--- config.mk ---
export PLATFORM = sky130hd
export DESIGN_NAME = bus_arbiter
export DESIGN_NICKNAME = d
export VERILOG_FILES = /design/src/rtl/bus_arbiter.sv
export SDC_FILE = /design/constraint.sdc
export NUM_CORES = 1
export LEC_CHECK = 0
export BUFFER_PORTS_ARGS = -buffer_cell sky130_fd_sc_hd__clkbuf_2
export CAP_MARGIN = 20
export CELL_PAD_IN_SITES_DETAIL_PLACEMENT = 1
export CELL_PAD_IN_SITES_GLOBAL_PLACEMENT = 1
export CORE_UTILIZATION = 25
export DETAILED_ROUTE_END_ITERATION = 8
export PLACE_DENSITY = 0.72
export SYNTH_ARGS = -nofsm -noshare
export SYNTH_HDL_FRONTEND = slang
export SYNTH_SLANG_ARGS = --single-unit
--- constraint.sdc ---
create_clock -name clk -period 2.3 [get_ports clk]
set_clock_uncertainty 0.05 [all_clocks]
set_input_delay 0 -clock clk [delete_from_list [all_inputs] [get_ports clk]]
set_output_delay 0 -clock clk [all_outputs]
set_load 0.005 [all_outputs]
--- src/rtl/bus_arbiter.sv ---
// rtl/bus_arbiter.sv - three-state arbiter granting one master at a time to a shared MMU port
// Optional macro BUS_ARB_ROUND_ROBIN_EN selects round-robin arbitration; fixed priority otherwise.
module bus_arbiter #(
  parameter int NUM_MASTERS = 3,
  parameter int ADDR_W      = 16,
  parameter int DATA_W      = 8
) (
  input  logic                          clk,
  input  logic                          reset,
  input  logic [2*NUM_MASTERS-1:0]      m_op,
  input  logic [ADDR_W*NUM_MASTERS-1:0] m_addr,
  input  logic [DATA_W*NUM_MASTERS-1:0] m_wdata,
  output logic [NUM_MASTERS-1:0]        m_done,
  output logic [DATA_W-1:0]             m_rdata,
  output logic                          mem_read_en,
  output logic                          mem_write_en,
  output logic [ADDR_W-1:0]             mem_addr,
  output logic [DATA_W-1:0]             mem_wdata,
  input  logic [DATA_W-1:0]             mem_rdata,
  output logic                          busy
);

  generate
    if (NUM_MASTERS < 1 || NUM_MASTERS > 8) begin : g_bad_num_masters
      $error("bus_arbiter: NUM_MASTERS must be in 1..8");
    end
  endgenerate

  localparam int IDX_W = (NUM_MASTERS > 1) ? $clog2(NUM_MASTERS) : 1;

  localparam logic [1:0] S_IDLE   = 2'd0;
  localparam logic [1:0] S_ACCESS = 2'd1;
  localparam logic [1:0] S_RESP   = 2'd2;

  localparam logic [1:0] OP_IDLE  = 2'b00;
  localparam logic [1:0] OP_READ  = 2'b01;
  localparam logic [1:0] OP_WRITE = 2'b10;
  localparam logic [1:0] OP_FIN   = 2'b11;

  logic [1:0]        state_q, state_d;
  logic              hold_q, hold_d;
  logic [IDX_W-1:0]  owner_q, owner_d;
  logic              write_q, write_d;
  logic [ADDR_W-1:0] addr_q, addr_d;
  logic [DATA_W-1:0] wdata_q, wdata_d;
  logic [DATA_W-1:0] rdata_q, rdata_d;

  logic [NUM_MASTERS-1:0] req;
  logic                   arb_found;
  logic [IDX_W-1:0]       arb_idx;
  logic [IDX_W-1:0]       win_idx;
  logic [1:0]             owner_op, win_op;
  logic [ADDR_W-1:0]      win_addr;
  logic [DATA_W-1:0]      win_wdata;
  logic                   grant;

  always_comb begin
    for (int i = 0; i < NUM_MASTERS; i++) begin
      req[i] = (m_op[2*i +: 2] == OP_READ) || (m_op[2*i +: 2] == OP_WRITE);
    end
  end

`ifdef BUS_ARB_ROUND_ROBIN_EN
  logic [IDX_W-1:0] ptr_q, ptr_d;

  // Scan starts at the pointer so the most recent winner is considered last.
  always_comb begin
    arb_found = 1'b0;
    arb_idx   = '0;
    for (int k = 0; k < NUM_MASTERS; k++) begin
      if (!arb_found && req[(int'(ptr_q) + k) % NUM_MASTERS]) begin
        arb_found = 1'b1;
        arb_idx   = IDX_W'((int'(ptr_q) + k) % NUM_MASTERS);
      end
    end
  end

  always_comb begin
    ptr_d = ptr_q;
    if (grant) begin
      ptr_d = (win_idx == IDX_W'(NUM_MASTERS - 1)) ? '0 : win_idx + 1'b1;
    end
  end

  always_ff @(posedge clk or negedge reset) begin
    if (!reset) begin
      ptr_q <= '0;
    end else begin
      ptr_q <= ptr_d;
    end
  end
`else
  always_comb begin
    arb_found = |req;
    arb_idx   = '0;
    for (int i = NUM_MASTERS - 1; i >= 0; i--) begin
      if (req[i]) arb_idx = IDX_W'(i);
    end
  end
`endif

  // While holding, only the previous owner is eligible.
  assign win_idx = hold_q ? owner_q : arb_idx;

  always_comb begin
    owner_op  = OP_IDLE;
    win_op    = OP_IDLE;
    win_addr  = '0;
    win_wdata = '0;
    for (int i = 0; i < NUM_MASTERS; i++) begin
      if (owner_q == IDX_W'(i)) owner_op = m_op[2*i +: 2];
      if (win_idx == IDX_W'(i)) begin
        win_op    = m_op[2*i +: 2];
        win_addr  = m_addr[ADDR_W*i +: ADDR_W];
        win_wdata = m_wdata[DATA_W*i +: DATA_W];
      end
    end
  end

  always_comb begin
    state_d = state_q;
    hold_d  = hold_q;
    owner_d = owner_q;
    write_d = write_q;
    addr_d  = addr_q;
    wdata_d = wdata_q;
    rdata_d = rdata_q;
    grant   = 1'b0;
    case (state_q)
      S_IDLE: begin
        if (hold_q) begin
          if (owner_op == OP_READ || owner_op == OP_WRITE) grant = 1'b1;
          else if (owner_op == OP_IDLE) hold_d = 1'b0;
        end else if (owner_op == OP_FIN) begin
          hold_d = 1'b1;
        end else begin
          grant = arb_found;
        end
        if (grant) begin
          state_d = S_ACCESS;
          owner_d = win_idx;
          write_d = (win_op == OP_WRITE);
          addr_d  = win_addr;
          wdata_d = win_wdata;
        end
      end
      S_ACCESS: state_d = S_RESP;
      S_RESP: begin
        if (!write_q) rdata_d = mem_rdata;
        state_d = S_IDLE;
      end
      default: state_d = S_IDLE;
    endcase
  end

  always_ff @(posedge clk or negedge reset) begin
    if (!reset) begin
      state_q <= S_IDLE;
      hold_q  <= 1'b0;
      owner_q <= '0;
      write_q <= 1'b0;
      addr_q  <= '0;
      wdata_q <= '0;
      rdata_q <= '0;
    end else begin
      state_q <= state_d;
      hold_q  <= hold_d;
      owner_q <= owner_d;
      write_q <= write_d;
      addr_q  <= addr_d;
      wdata_q <= wdata_d;
      rdata_q <= rdata_d;
    end
  end

  always_comb begin
    for (int i = 0; i < NUM_MASTERS; i++) begin
      m_done[i] = (state_q == S_RESP) && (owner_q == IDX_W'(i));
    end
  end

  // Read data is forwarded during RESP so it is valid alongside m_done.
  assign m_rdata      = (state_q == S_RESP && !write_q) ? mem_rdata : rdata_q;
  assign mem_read_en  = (state_q == S_ACCESS) && !write_q;
  assign mem_write_en = (state_q == S_ACCESS) && write_q;
  assign mem_addr     = addr_q;
  assign mem_wdata    = wdata_q;
  assign busy         = (state_q != S_IDLE) || hold_q;

endmodule

======== Word-level counts from Yosys, hierarchy flattened ========
Index checks and enable logic that the tools add are counted.
storage, ports and cells
  input bits .............................. 88
  output and inout bits ................... 38
  register bits ........................... 38
cells by class
  reductions and logical operators ........ 20
  bitwise gates (word level) .............. 1
  eq/ne operators ......................... 17
  mux-type cells .......................... 27
operators by type and width
  kind                                                 count
  two-way mux 16 bit                                   3
  two-way mux 8 bit                                    4
  two-way mux 2 bit                                    11
  equality test 2 bit, second input constant           9
  equality test 2 x 1 -> 1 bit, second input constant  7
  logical NOT 2 bit                                    4
  two-way mux 1 bit                                    8
  logical AND 1 bit                                    6
  logical OR 1 bit                                     5
  one-hot mux 2 bit (2 select lines)                   1
  AND reduction 2 bit                                  2
  OR reduction 3 bit                                   1
  != test 2 bit, second input constant                 1
  nonzero test 2 bit                                   1
  logical NOT 1 bit                                    1
  NOT 1 bit                                            1

======== Logic depth before layout (Yosys ltp) ========
  word-level depth ........................ 11
  gate-level depth with buffers ........... 13
  mapped depth without buffers ............ 10

======== Worst setup path after synthesis ========
OpenSTA, ideal clock, no wires.
  path type ............................... register -> register
  start point ............................. register owner_q[0]
  end point ............................... register write_q
  path buffers ............................ 2
  library setup time ...................... 0.094 ns
  slack ................................... 0.097 ns
  data arrival time ....................... 2.059 ns
  required time ........................... 2.156 ns
  cell stages (with the launch flop) ...... 13
  path through ............................ dfrtp_1 > clkbuf_1 > nand2b_1 > a21oi_1 > a21o_1 > inv_1 > ha_1 > and2_1 > o21ai_0 > a31oi_1 > buf_4 > a21boi_0 > a211oi_1
between the ends
  longest elaborated chain between the ends .. 10
  elaborated cells between the ends (all ways) .. 23
  those cells by class .................... 8 x eq/ne; 11 x mux; 4 x reduce/logical
ends and longest elaborated chain
  what                                                                        line  RTL
  from (decl)                                                                 42    logic [IDX_W-1:0] owner_q, owner_d;
  from (signal assigned)                                                      168   owner_q <= owner_d;
  logical NOT 2 bit                                                           111   if (owner_q == IDX_W'(i)) owner_op = m_op[2*i +: 2];
  two-way mux 2 bit (3 in a row)                                              111
  equality test 2 x 1 -> 1 bit / equality test 2 bit (equally long branches)  132   if (owner_op == OP_READ || owner_op == OP_WRITE) grant = 1'b1;
  logical OR 1 bit                                                            132
  two-way mux 1 bit                                                           132
  two-way mux 1 bit                                                           131   if (hold_q) begin
  two-way mux 1 bit                                                           129   case (state_q)
  AND reduction 2 bit (no source line)                                        -
  to (signal assigned)                                                        169   write_q <= write_d;
  to (decl)                                                                   43    logic write_q, write_d;
Parallel ways exist; a longest one is shown, timed or not. The select of a mux whose other input is x is not followed.
A chain may end at the register's enable or synchronous reset.

======== Worst setup path in the final report ========
  start point ............................. register owner_q[0]
  end point ............................... register addr_q[10], in the netlist mem_addr[10]
between the ends
  longest elaborated chain between the ends .. 10
  elaborated cells between the ends (all ways) .. 22
  those cells by class .................... 7 x eq/ne; 11 x mux; 4 x reduce/logical
ends and longest elaborated chain
  what                                                                        line  RTL
  logical NOT 2 bit                                                           111
  two-way mux 2 bit (3 in a row)                                              111
  equality test 2 x 1 -> 1 bit / equality test 2 bit (equally long branches)  132
  logical OR 1 bit                                                            132
  two-way mux 1 bit                                                           132
  two-way mux 1 bit                                                           131
  two-way mux 1 bit                                                           129
  AND reduction 2 bit (no source line)                                        -
  to (signal assigned)                                                        170   addr_q <= addr_d;
  to (decl)                                                                   44    logic [ADDR_W-1:0] addr_q, addr_d;
Parallel ways exist; a longest one is shown, timed or not. The select of a mux whose other input is x is not followed.

==> implementation parameters <==
Parameter                              Value

Place
  Weighted congestion at the end of routability-driven global placement    0.7979
  Instance count after placement with tap cells included    457
  Pre-CTS setup slack    -0.05554 ns
  Final HPWL from detailed placement    5613 µm
  Number of buffer cells added on primary ports    125

STA
  Pins Over Slew Limit    0
  Final setup viols    0
  Unrepaired setup endpoints after global routing    true
  Final Cycle Share    0.9618
  Max-slew headroom at the worst pin    0.3828
  Actual slew at the worst max-slew pin    0.9259 ns
  Final WS setup    0.08786 ns
  Max frequency    452.1 MHz
  Count of final hold-check violations    0
  Final sum of negative setup slack    0 ns
  Fin crit period    2.212 ns

Critical path
  Worst setup path class    flop to flop
  CP startpoint kind    flop
  Data required time at the worst endpoint    2.46 ns
  Largest fanout of any net on the critical path    7
  Crit. End Element    flop
  Arrival time of data at the critical path endpoint    2.38 ns

CTS
  Clock Path Buffers    2
  Clock root buffer    clkbuf_8
  Clock sinks    38
  Number of buffers created by CTS    5
  TritonCTS clock tree    built
  CTS HTree Levels    2
  Clock insertion delay at the later pin of the skew report    0.29 ns
  Clock transition at the registers of the reported paths    0.08 ns

Finish
  Most common cell after layout, fill and taps aside    clkbuf_2
  Layout filler cell count    1027
  Inserted Diodes    0
  Final nets    483
  Final cell count without fillers    502
  Layout cells sized above 1    0.4975
  Final design utilization    0.4193
  Area growth from synthesis to layout    62.91%
  Top library cells by usage in the layout, fill and taps aside    clkbuf_2 (125), dfrtp_1 (36), dlygate4sd3_1 (32)

Floorplan
  X dimension of the die    96.52 µm
  Standard-cell rows    34
  Die area    9315 µm²
  Initial Utilization    0.2574
  Placeable core region    8678 µm²
  Vert. Die Dim    96.52 µm
  Number of placed I/O pins    126

Synth
  Number of cells produced by synthesis    223
  Warnings, synthesis    0
  Post-synthesis net count    313
  Synthesized cell area    2233 µm²
  Average cell area after synthesis    10.02 µm²
  Unique masters post-synth    38
  Number of flip-flops and latches in the synthesized netlist    38
  Post-synthesis sequential area ratio    0.4258

Detailed routing
  Detail Route met3 WL    394 µm
  Met2 routed wirelength    4485 µm
  Via count    2417
  Detailed router's first-iteration violation count    63
  Vias per cell    4.815
  Uppermost signal routing layer after detailed routing    met4
  Post-route DRC    0
  Remaining number of nets flagged by the antenna check after routing    0
  Total wirelength of the detailed-routed design    8221 µm
  Final routed wire length divided by cell count    16.38 µm
  Number of iterations in the first detailed-routing pass    6
  Post-Route M1 WL    3253 µm

Global routing
  Remaining global-route overflow    0
  Wire length of the first global-routing pass    12230 µm
  Number of global-route vias before repair    2434
  Maximum number of pins on one net before global-route repair    39
  GRT Util Overall    0.1760
  Initial antenna violation count    0

Pwr
  Maximum vdd drop    0.5134 mV
  Total leakage power    1.743 nW
  Power density of the placed cells    1327 nW/µm²

Job
  Number of maximum-capacitance constraint violations    0

Status
  Outcome    finished, final reports clean

Hold path
  Min-delay worst type    input port to flop
==> worst paths after layout <==
kind / from / end / slack, ns / cells after the start
max reg2reg: owner_q[0] / mem_addr[10] / 0.09 / 11
max: owner_q[0] / mem_addr[10] / 0.09 / 11
min: m_addr[37] / mem_addr[5] / 0.01 / 4
min in group asynchronous: reset / mem_wdata[1] / 0.12 / 2
max in group asynchronous: reset / owner_q[1] / 1.58 / 3
min reg2reg: rdata_q[0] / rdata_q[0] / 0.45 / 1
==> synth_stat cells <==
library cell	count	area, µm²
buf_2	7	35.03
buf_6	1	11.26
dfrtp_1	38	950.9
mux2_2	18	202.7
nor3_1	1	5.000
o2111a_1	1	11.26
nand2b_1	2	12.51
a21oi_1	25	125.1
xor2_1	1	8.760
nor2_2	1	6.260
or3_1	1	6.260
o31a_1	1	8.760
inv_1	4	15.01
nand2_1	8	30.03
mux2i_1	2	20.02
mux2_1	10	112.6
xor2_2	1	16.27
o41ai_1	1	8.760
o41a_1	1	11.26
nand3_1	5	25.02
a211oi_1	1	7.510
nor3b_1	2	15.01
a31oi_1	3	18.77
clkbuf_1	3	11.26
and2_1	2	12.51
o21ai_0	10	50.05
ha_1	2	25.02
a22oi_1	21	157.7
buf_4	5	37.54
o41ai_4	1	27.53
xnor2_1	2	17.52
a21boi_0	1	7.510
nor2b_1	4	25.02
o221a_2	4	45.04
o31ai_4	1	21.27
a21o_1	1	7.510
o21a_1	2	15.01
nor2_1	29	108.9
==> report_power, final <==
part           switching, mW  leakage, nW  internal, mW
combinational           1.51         1.25          1.49
sequential             0.210        0.434          1.03
clock                  0.262       0.0579         0.320
==> final cells by class <==
type                            instances  area [µm²]  share of cell area
Clock inverter                          3       40.04             0.01100
Sequential cell                        38       953.4              0.2620
Inverter                                4       15.01            0.004127
Timing Repair Buffer                  179        1182              0.3250
Clock buffer                            5       68.82             0.01891
Multi-Input combinational cell        165        1244              0.3418
Tap cell                              108       135.1             0.03714
==> flip-flops by register name, indices dropped and copies added, names as in the netlist <==
register	cells
rdata_q	8
state_q	2
owner_q	2
mem_addr	16
write_q	1
mem_wdata	8
hold_q	1
==> metal layers <==
metal	vias to the layer above	global-route usage
li1	1147	-
met1	1180	0.1959
met2	79	0.3292
met3	11	0.04147
met4	0	0.05270
met5	-	0
==> logic make-up (layout without fill, tap and decap cells) <==
group                      count (synthesis)  after routing  share of synthesized area
buffers and inverters                     20            191                    0.04930
xor gates and xnor gates                   4              4                    0.01905
muxes                                     30             30                     0.1501
adders and majority gates                  2              2                    0.01120
DFF                                       38             38                     0.4258
and+or+nand+nor                           55             55                     0.1104
AOI/OAI and AO/OA                         74             74                     0.2342
==> critical path, cell delays in order, from the launching register on <==
cell and delay, ns:
dfrtp_2 0.44, buf_6 0.12, mux2i_1 0.11, o21a_1 0.21
ha_1 0.27, and2_4 0.16, o21ai_4 0.06, a31oi_4 0.23
buf_6 0.18, buf_12 0.13, nor2_1 0.04, a21oi_1 0.13
==> timing repair <==
item	CTS	global route
setup buffers	0	2
gates resized for setup	3	18
endpoints found under the hold margin	68	0
pin swaps	0	4
cloned	0	2
endpoints found under the setup margin	18	27
hold buffers	32	0
==> metrics by stage <==
step	power, mW	area (µm²)	hold slack [ns]
6_report	4.829	3638	0.009935
5_1_grt	5.230	3638	0.009780
4_1_cts	4.508	3491	0.005782
3_5_place_dp	3.858	3054	0.1869
3_3_place_gp	3.761	3054	0.1844
2_1_floorplan	2.834	2233	-0.3456
Note: power is estimated with default switching activity, not from simulation.
